==> config.mk <==
export PLATFORM = sky130hd
export DESIGN_NAME = range_result_serializer_flat
export DESIGN_NICKNAME = d
export VERILOG_FILES = /design/src/rtl/range_result_serializer_if.sv /design/src/rtl/range_result_serializer.sv /design/src/flat_wrapper.sv
export SDC_FILE = /design/constraint.sdc
export NUM_CORES = 1
export LEC_CHECK = 0
export CORE_ASPECT_RATIO = 2
export CORE_MARGIN = 5
export CORE_UTILIZATION = 40
export DETAILED_ROUTE_END_ITERATION = 10
export GPL_TIMING_DRIVEN = 0
export PLACE_DENSITY = 0.79
export SLEW_MARGIN = 15
export SYNTH_ARGS = -nofsm -noshare
export SYNTH_HDL_FRONTEND = slang
export SYNTH_SLANG_ARGS = --single-unit
==> constraint.sdc <==
create_clock -name clock -period 1.8 [get_ports clock]
set_clock_uncertainty 0.15 [all_clocks]
set_input_delay 0.36 -clock clock [delete_from_list [all_inputs] [get_ports clock]]
set_output_delay 0.36 -clock clock [all_outputs]
set_load 0.02 [all_outputs]
==> src/rtl/range_result_serializer_if.sv <==
// Narrow valid/ready beat stream carrying one serialized range result toward the pins.
interface range_result_serializer_if #(
    parameter int unsigned OUT_W = 8
);
    logic [OUT_W-1:0] out_data;
    logic             out_valid;
    logic             out_ready;
    logic             out_last;
    logic             out_error;

    modport master (
        output out_data,
        output out_valid,
        output out_last,
        output out_error,
        input  out_ready
    );

    modport slave (
        input  out_data,
        input  out_valid,
        input  out_last,
        input  out_error,
        output out_ready
    );
endinterface

==> src/rtl/range_result_serializer.sv <==
// Captures the final range word and error flag after a finish strobe and streams it MSB-chunk-first.
module range_result_serializer #(
    parameter int unsigned WIDTH = 16,
    parameter int unsigned OUT_W = 8
) (
    input  logic                           clock,
    input  logic                           reset,
    input  logic [WIDTH-1:0]               range_in,
    input  logic                           error_in,
    input  logic                           finish,
    range_result_serializer_if.master      out,
    output logic                           busy,
    output logic                           overrun
);
    localparam int unsigned NBEATS = WIDTH / OUT_W;
    localparam int unsigned CNT_W  = $clog2(NBEATS) + 1;

    typedef enum logic [1:0] {
        IDLE = 2'd0,
        ARM  = 2'd1,
        SEND = 2'd2
    } state_t;

    state_t             state_q, state_d;
    logic [WIDTH-1:0]   shift_q, shift_d;
    logic [CNT_W-1:0]   cnt_q, cnt_d;
    logic               err_q, err_d;
    logic               ovr_q, ovr_d;
    logic               last_beat;

    assign last_beat = (cnt_q == CNT_W'(NBEATS - 1));

    always_comb begin
        state_d = state_q;
        shift_d = shift_q;
        cnt_d   = cnt_q;
        err_d   = err_q;
        // A finish seen outside IDLE is dropped but remembered until reset.
        ovr_d   = ovr_q | (finish && (state_q != IDLE));
        case (state_q)
            IDLE: begin
                if (finish) begin
                    state_d = ARM;
                end
            end
            ARM: begin
                // Upstream range settles one edge after finish, so capture here.
                state_d = SEND;
                shift_d = range_in;
                err_d   = error_in;
                cnt_d   = '0;
            end
            SEND: begin
                if (out.out_ready) begin
                    if (last_beat) begin
                        state_d = IDLE;
                    end else begin
                        shift_d = shift_q << OUT_W;
                        cnt_d   = cnt_q + CNT_W'(1);
                    end
                end
            end
            default: begin
                state_d = IDLE;
            end
        endcase
    end

    always_ff @(posedge clock) begin
        if (reset) begin
            state_q <= IDLE;
            shift_q <= '0;
            cnt_q   <= '0;
            err_q   <= 1'b0;
            ovr_q   <= 1'b0;
        end else begin
            state_q <= state_d;
            shift_q <= shift_d;
            cnt_q   <= cnt_d;
            err_q   <= err_d;
            ovr_q   <= ovr_d;
        end
    end

    assign out.out_data  = shift_q[WIDTH-1 -: OUT_W];
    assign out.out_valid = (state_q == SEND);
    assign out.out_last  = (state_q == SEND) && last_beat;
    assign out.out_error = (state_q == SEND) && err_q;
    assign busy          = (state_q != IDLE);
    assign overrun       = ovr_q;
endmodule

==> src/flat_wrapper.sv <==
// flat-port wrapper written by rule: the top's interface ports become plain ports
module range_result_serializer_flat 
#(
    parameter int unsigned WIDTH = 16,
    parameter int unsigned OUT_W = 8
)
  (clock, reset, range_in, error_in, finish, busy, overrun, out_out_data, out_out_valid, out_out_last, out_out_error, out_out_ready);
  range_result_serializer_if #(.OUT_W(OUT_W)) out_i ();
  input  logic clock;
  input  logic reset;
  input  logic [WIDTH-1:0] range_in;
  input  logic error_in;
  input  logic finish;
  output logic busy;
  output logic overrun;
  output wire logic [$bits(out_i.out_data)-1:0] out_out_data;
  output wire logic [$bits(out_i.out_valid)-1:0] out_out_valid;
  output wire logic [$bits(out_i.out_last)-1:0] out_out_last;
  output wire logic [$bits(out_i.out_error)-1:0] out_out_error;
  input wire logic [$bits(out_i.out_ready)-1:0] out_out_ready;
  assign out_out_data = out_i.out_data;
  assign out_out_valid = out_i.out_valid;
  assign out_out_last = out_i.out_last;
  assign out_out_error = out_i.out_error;
  assign out_i.out_ready = out_out_ready;
  range_result_serializer #(.WIDTH(WIDTH), .OUT_W(OUT_W)) u_core (.clock(clock), .reset(reset), .range_in(range_in), .error_in(error_in), .finish(finish), .out(out_i), .busy(busy), .overrun(overrun));
endmodule
Yosys cells after proc, flatten, opt, wreduce, memory -nomap -nowiden

Index checks and enable logic that the tools add are counted.

Bits in registers: 22
Input port bits: 21
Output and inout bits: 13
Word-level logic and storage cells: 32

Add/subtract/negate cells: 1
Equality and inequality tests: 7
Mux-type cells: 10
Bitwise gates (word level): 1
Reductions and logical operators: 8

Operators with widths:

| kind                | count |
|---|---|
| $mux 16             | 2 |
| $pmux 16 s2         | 1 |
| $mux 2              | 5 |
| $pmux 2 s3          | 1 |
| $reduce_and 3->1    | 2 |
| $eq 2x1->1 const B  | 2 |
| $ne 2x1->1 const B  | 2 |
| $ne 2x2->1 const B  | 2 |
| $pmux 2 s2          | 1 |
| $reduce_bool 2->1   | 2 |
| $logic_and 1x1->1   | 3 |
| $add 2x1->2 const B | 1 |
| $eq 2x2->1 const B  | 1 |
| $logic_not 2->1     | 1 |
| $or 1x1->1          | 1 |

Longest topological paths before layout

Gate-level depths: netlist of run 1.

Word-level depth: 4
Mapped depth: 7
Gate-level depth less buffers: 5

Worst setup path before layout of run 1

No wires, ideal clock.

Path type: register to output
From: reg u_core.state_q[1]
To: out out_out_error
Arrival: 1.157 ns
Required time: 1.290 ns
Path slack: 0.133 ns
Stages on the path, launching flop included: 6
Path buffers: 2
Cell sequence: dfxtp_1 -> nand2b_1 -> buf_2 -> inv_2 -> buf_2 -> and2_1

Longest elaborated chain between the ends: 2

RTL lines:

| item                   | line                          | source |
|---|---|---|
| from (decl)            | range_result_serializer.sv:24 | `state_t state_q, state_d;` |
| from (signal assigned) | range_result_serializer.sv:77 | `state_q <= state_d;` |
| $eq 2x2->1             | n/a                           |  |
| net out_out_valid      | flat_wrapper.sv:17            | `output wire logic [$bits(out_i.out_valid)-1:0] out_out_valid;` |
| $logic_and 1x1->1      | range_result_serializer.sv:88 | `assign out.out_error = (state_q == SEND) && err_q;` |
| to (decl)              | flat_wrapper.sv:19            | `output wire logic [$bits(out_i.out_error)-1:0] out_out_error;` |

The timed path passes the listed nets, and every way through them passes these cells.

Worst setup path after layout of run 1

From: reg u_core.state_q[0]
To: out out_out_error

Longest elaborated chain between the ends: 2

RTL lines:

| item              | line |
|---|---|
| $eq 2x2->1        | range_result_serializer.sv:88 |
| $logic_and 1x1->1 | range_result_serializer.sv:88 |

Every way passes these cells.

==> results_dict.tcl, run 1 <==
set metrics [dict create \
    cap_violations 0 \
    holdPathStages 1 \
    p_per_area_nw_per_um2 847 \
    drive_gt1_share_pct 27.9 \
    status "complete, no violations" \
    max_stage_delay_ns 0.37 \
    numCtsBuffers 3 \
    required_ns 1.29 \
    fillers 232 \
    rows 26 \
    dp_hpwl_mm 1.88 \
    setup_violations 0 \
    synth_cell_type_count 29 \
    crit-reg2reg-launch "u_core.cnt_q[1]$_SDFFE_PP0P_" \
    cp.arrival_ns 1.27 \
    period_minus_slack_ns 1.78 \
    cts_tree "built" \
    grt_pass1_wl_mm 3.67 \
    grtUsageTotal_pct 13.1 \
    fp.dieW_um 46.2 \
    place.gp.congestion 0.695 \
    finalHoldViolCount 0 \
    route.detailed.drc 0 \
    n_antenna_cell 0 \
    cts_buffer_depth 2 \
    syn2layout_area_growth_pct 45.0 \
    syn_area_um2 1050 \
    synthCells 109 \
    hp-start "u_core.shift_q[7]$_SDFFE_PP0P_" \
    design.die.area_um2 3800 \
    grt_antenna_before_repair 0 \
    ir_drop_mv 0.415 \
    critPathBufInv 3 \
    core-area_um2 2540 \
    r2r_cells 7 \
    via_per_inst 5.29 \
    synth_warnings 0 \
    hold_end "u_core.shift_q[7]$_SDFFE_PP0P_" \
    multi_input_area_um2 517 \
    rrSetupSlack_ns 0.09 \
    worstMarginPinSlew_ns 0.560 \
    end_kind "output port" \
    grt-ovfl-total 0 \
    max_freq_ghz 0.562 \
    tns_ns 0 \
    insertion_delay_ns 0.26 \
    seqCellArea_um2 447 \
    crit_slowest_cell "dfxtp_2" \
    p_leak_uw 0.000628 \
    wire_per_inst_um 13.5 \
    grt_max_degree 14 \
    ys_seq_elements 22 \
    synth_area_per_cell_um2 9.61 \
    critical_path_class "flop to output port" \
    startpoint_type "flop" \
    io_buffers 32 \
    grt_pass1_vias 879 \
    initial_core_util_pct 41.3 \
    fin_nets 170 \
    drtIter0Drc 18 \
    fp.dieH_um 82.4 \
    fin_util_pct 59.9 \
    rsz0062_at_grt "true" \
    crit_chain "nand2b_4 > buf_6 > inv_6 > and2_1 > buf_4" \
    hp-class "flop to flop" \
    fin_ws_ns 0.0214 \
    r2r-end "u_core.shift_q[12]$_SDFFE_PP0P_" \
    dr_total_vias 926 \
    boundaryPins 34 \
    cts.clk_slew.worst_paths_ns 0.08 \
    crit_fanout 12 \
    syn_nets 131 \
    yosysSeqAreaShare_pct 42.1 \
    layout_common_cells "19 x clkdlybuf4s50_1, 19 x dfxtp_1, 17 x nand2_1, 13 x buf_4" \
    clockRootBuffer "clkbuf_8" \
    cts-htree-levels 1 \
    clock_sinks 22 \
    pre_cts_ws_ns -0.475 \
    max_slew_margin_pct 62.7 \
    slew_violations 0 \
    totalWireLength_mm 2.36 \
    drt_pass1_iterations 4 \
    ant_nets 0 \
    period_share_pct 98.8 \
    critPathTopFamily "flip-flops" \
]
==> flip-flops by register name, indices dropped and copies added (netlist names) <==
| name | flops |
|---|---|
| u_core.err_q | 1 |
| u_core.shift_q | 16 |
| u_core.cnt_q | 2 |
| u_core.overrun | 1 |
| u_core.state_q | 2 |
==> worst register-to-register path, stage by stage (launching register included) <==
cell and delay [ns]:
dfxtp_1 0.33, inv_2 0.07, ha_4 0.15, and4bb_1 0.22, buf_6 0.14, or2_1 0.22, buf_6 0.15, a311oi_2 0.19
==> worst max-delay path by stage <==
stage	start	end	cells after the start	slack [ns]
6_report	u_core.state_q[0]$_SDFFE_PP0P_	out_out_error	5	0.02
3_3_place_gp	u_core.state_q[1]$_SDFFE_PP0P_	out_out_error	6	-0.43
2_1_floorplan	u_core.state_q[1]$_SDFFE_PP0P_	out_out_error	5	0.13
3_5_place_dp	u_core.state_q[1]$_SDFFE_PP0P_	out_out_error	6	-0.48
4_1_cts	u_core.state_q[0]$_SDFFE_PP0P_	out_out_error	5	-0.02
5_1_grt	u_core.state_q[0]$_SDFFE_PP0P_	out_out_error	5	-0.03
==> synthesized netlist by cell type, drive strengths merged <==
master	instances	area share, %
a21oi	2	0.96
nor2b	3	1.8
clkbuf	2	0.72
o31ai	1	0.72
nand2b	3	1.8
nand2	17	6.1
nor3b	1	0.72
o2bb2ai	1	0.84
nand3b	1	0.72
and4bb	2	2.4
ha	1	1.2
inv	2	0.72
nor3	9	4.8
o21ai	2	0.96
and2	2	1.2
buf	14	9.7
a311oi	8	11
dfxtp	22	42
a22o	8	6.7
or2	2	1.2
nor2	4	1.4
mux2i	2	1.9
==> layout make-up <==
cell class / instances / area share (%)
clock inverter: 1 / 1.98
tap: 28 / 2.31
timing repair buffer: 35 / 21.5
multi-input combinational: 69 / 34.0
sequential: 22 / 29.4
inverter: 2 / 0.824
clock buffer: 3 / 2.72
buffer: 15 / 7.25
==> kinds of logic (layout without fill, tap and decap cells) <==
| group | after synthesis | in the layout | synth area share, % |
|---|---|---|---|
| AO/OA/AOI/OAI | 22 | 22 | 21.6 |
| multiplexers | 2 | 2 | 1.91 |
| buffers and inverters | 18 | 56 | 11.1 |
| AND/OR/NAND/NOR | 44 | 44 | 22.1 |
| adder cells (fa/ha/maj) | 1 | 1 | 1.19 |
| flip-flops | 22 | 22 | 42.1 |
==> metrics by stage <==
stage	area, um^2	power, uW	hold slack (ns)	std cells
finish	1520	1290	0.332	175
global route	1520	1340	0.344	175
CTS	1480	1290	0.332	172
detailed placement	1400	848	0.305	169
global placement	1400	839	0.299	169
floorplan	1050	729	0.292	109
==> report_power, final <==
group          internal, uW  total (uW)  leakage [uW]  switching (uW)
registers               522         546      0.000181            24.4
logic                   155         287      0.000411             132
clock network           297         453     0.0000357             156
==> per-layer routing <==
layer	up-vias	track usage (%)	part of all wire (%)
met3	6	2.17	5.6
met2	23	24.3	58
met1	441	12.9	35
li1	456	-	-
met4	0	7.12	2.2
met5	-	0	0
==> timing repair <==
item	CTS	global route
gates cloned	0	0
endpoints found under the setup margin	28	12
hold buffers	0	0
gates resized for setup	30	8
buffers inserted	0	3
Power figures use the tool's default switching activity.
==> run 2: changes to the inputs <==
--- a/config.mk
+++ b/config.mk
@@ -5,9 +5,11 @@
 export SDC_FILE = /design/constraint.sdc
 export NUM_CORES = 1
 export LEC_CHECK = 0
+export CELL_PAD_IN_SITES_DETAIL_PLACEMENT = 1
+export CELL_PAD_IN_SITES_GLOBAL_PLACEMENT = 1
 export CORE_ASPECT_RATIO = 2
 export CORE_MARGIN = 5
-export CORE_UTILIZATION = 40
+export CORE_UTILIZATION = 30
 export DETAILED_ROUTE_END_ITERATION = 10
 export GPL_TIMING_DRIVEN = 0
 export PLACE_DENSITY = 0.79
==> run 2 against run 1 <==
Effect of this change:
- sequential share of layout area grew 0.58 points
- non-clock buffer count is 3 lower
- first-iteration DRC count shrank 56%
- power fell by 8.4%
- register-to-register slack hardly changed
- hold slack got worse by 0.0012 ns
- clock-buffer cell count grew 1
- core utilization is 16 points lower
- critical path depth decreased by 1
==> results_dict.tcl, run 2 (synthesis results as in run 1) <==
set metrics [dict create \
    via_per_inst 5.17 \
    finalHoldViolCount 0 \
    grt_pass1_vias 940 \
    crit_chain "nand2b_4 > clkinv_8 > and2_1 > buf_4" \
    hp-start "u_core.overrun$_SDFF_PP0_" \
    n_antenna_cell 0 \
    max_freq_ghz 0.580 \
    cap_violations 0 \
    cts.clk_slew.worst_paths_ns 0.08 \
    rsz0062_at_grt "false" \
    largest_register "u_core.shift_q" \
    drtIter0Drc 8 \
    hp-class "flop to flop" \
    drive_gt1_share_pct 27.1 \
    required_ns 1.29 \
    fin_nets 167 \
    fillers 398 \
    fp.dieW_um 51.8 \
    p_leak_uw 0.000612 \
    io_buffers 32 \
    clockRootBuffer "clkbuf_8" \
    dr_total_vias 910 \
    period_minus_slack_ns 1.73 \
    ir_drop_mv 0.470 \
    initial_core_util_pct 31.0 \
    dp_hpwl_mm 2.11 \
    period_share_pct 95.8 \
    startpoint_type "flop" \
    design.die.area_um2 4840 \
    slew_violations 0 \
    crit-reg2reg-launch "u_core.cnt_q[0]$_SDFFE_PP0P_" \
    max_stage_delay_ns 0.37 \
    setup_violations 0 \
    fin_ws_ns 0.0747 \
    largest_reg_flops 16 \
    tns_ns 0 \
    cts-htree-levels 1 \
    wire_per_inst_um 14.8 \
    grt_antenna_before_repair 0 \
    critical_path_class "flop to output port" \
    place.gp.congestion 0.730 \
    grt-ovfl-total 0 \
    crit_fanout 12 \
    layout_common_cells "19 x clkdlybuf4s50_1, 19 x dfxtp_1, 17 x nand2_1, 10 x buf_4" \
    p_per_area_nw_per_um2 787 \
    drt_pass1_iterations 4 \
    ctsHoldBuffers 0 \
    cts_buffer_depth 2 \
    crit_slowest_cell "dfxtp_4" \
    end_kind "output port" \
    grtUsageTotal_pct 11.6 \
    cp.arrival_ns 1.22 \
    worstMarginPinSlew_ns 0.601 \
    syn2layout_area_growth_pct 43.0 \
    ant_nets 0 \
    grt_pass1_wl_mm 4.20 \
    totalWireLength_mm 2.61 \
    clock_sinks 22 \
    boundaryPins 34 \
    pre_cts_ws_ns -0.503 \
    rows 30 \
    cts_tree "built" \
    core-area_um2 3380 \
    fp.dieH_um 93.6 \
    status "complete, no violations" \
    grt_max_degree 13 \
    insertion_delay_ns 0.26 \
    crit_path_start "u_core.state_q[0]$_SDFFE_PP0P_" \
    reg_top3 "u_core.shift_q: 16 flops, u_core.cnt_q: 2 flops, u_core.state_q: 2 flops" \
    max_slew_margin_pct 59.9 \
    numCtsBuffers 3 \
    route.detailed.drc 0 \
]
==> run 2: repair_timing <==
item / in CTS / in global routing
setup buffers: 1 / 0
resized for setup: 31 / 12
endpoints found under the setup margin: 28 / 12
==> run 2: area by class of cell <==
cell class	instances	area, um^2	area share (%)
multi-input combinational	69	519	34.7
clock buffer	4	55.1	3.68
buffer	14	98.8	6.60
sequential	22	449	30.0
inverter	2	20.0	1.34
tap	32	40.0	2.67
timing repair buffer	33	315	21.1
==> run 2: worst max-delay path: cells and delay by family (launching register included) <==
kind	cells	cell delay, ns
and+or+nand+nor	2	0.34
DFF	1	0.37
buffers and inverters	2	0.24
==> run 2: through the flow <==
step                util (%)  hold WS [ns]  std cells  area, um^2  power, uW
detailed placement      41.7         0.312        173        1410        851
CTS                     43.6         0.336        177        1470       1190
finish                  44.3         0.331        176        1500       1180
floorplan                  -         0.292        109        1050        729
global placement        41.7         0.303        173        1410        842
global route            44.3         0.352        176        1500       1230
==> run 2: where the power goes <==
group          internal [uW]  switching, uW
sequential               521           24.0
clock                    195            156
combinational            149            134
==> run 2: layer usage <==
metal	part of all wire, %	track usage [%]
met1	35	10.4
met2	56	22.4
met3	5.1	1.75
met4	3.8	7.22
met5	0	0
==> run 2: worst paths after layout <==
path	endpoint	slack, ns	depth (start not counted)
setup / recovery	out_out_last	0.07	4
hold / removal	u_core.overrun$_SDFF_PP0_	0.33	2
setup reg to reg	u_core.shift_q[9]$_SDFFE_PP0P_	0.09	6
hold reg to reg	u_core.overrun$_SDFF_PP0_	0.33	2
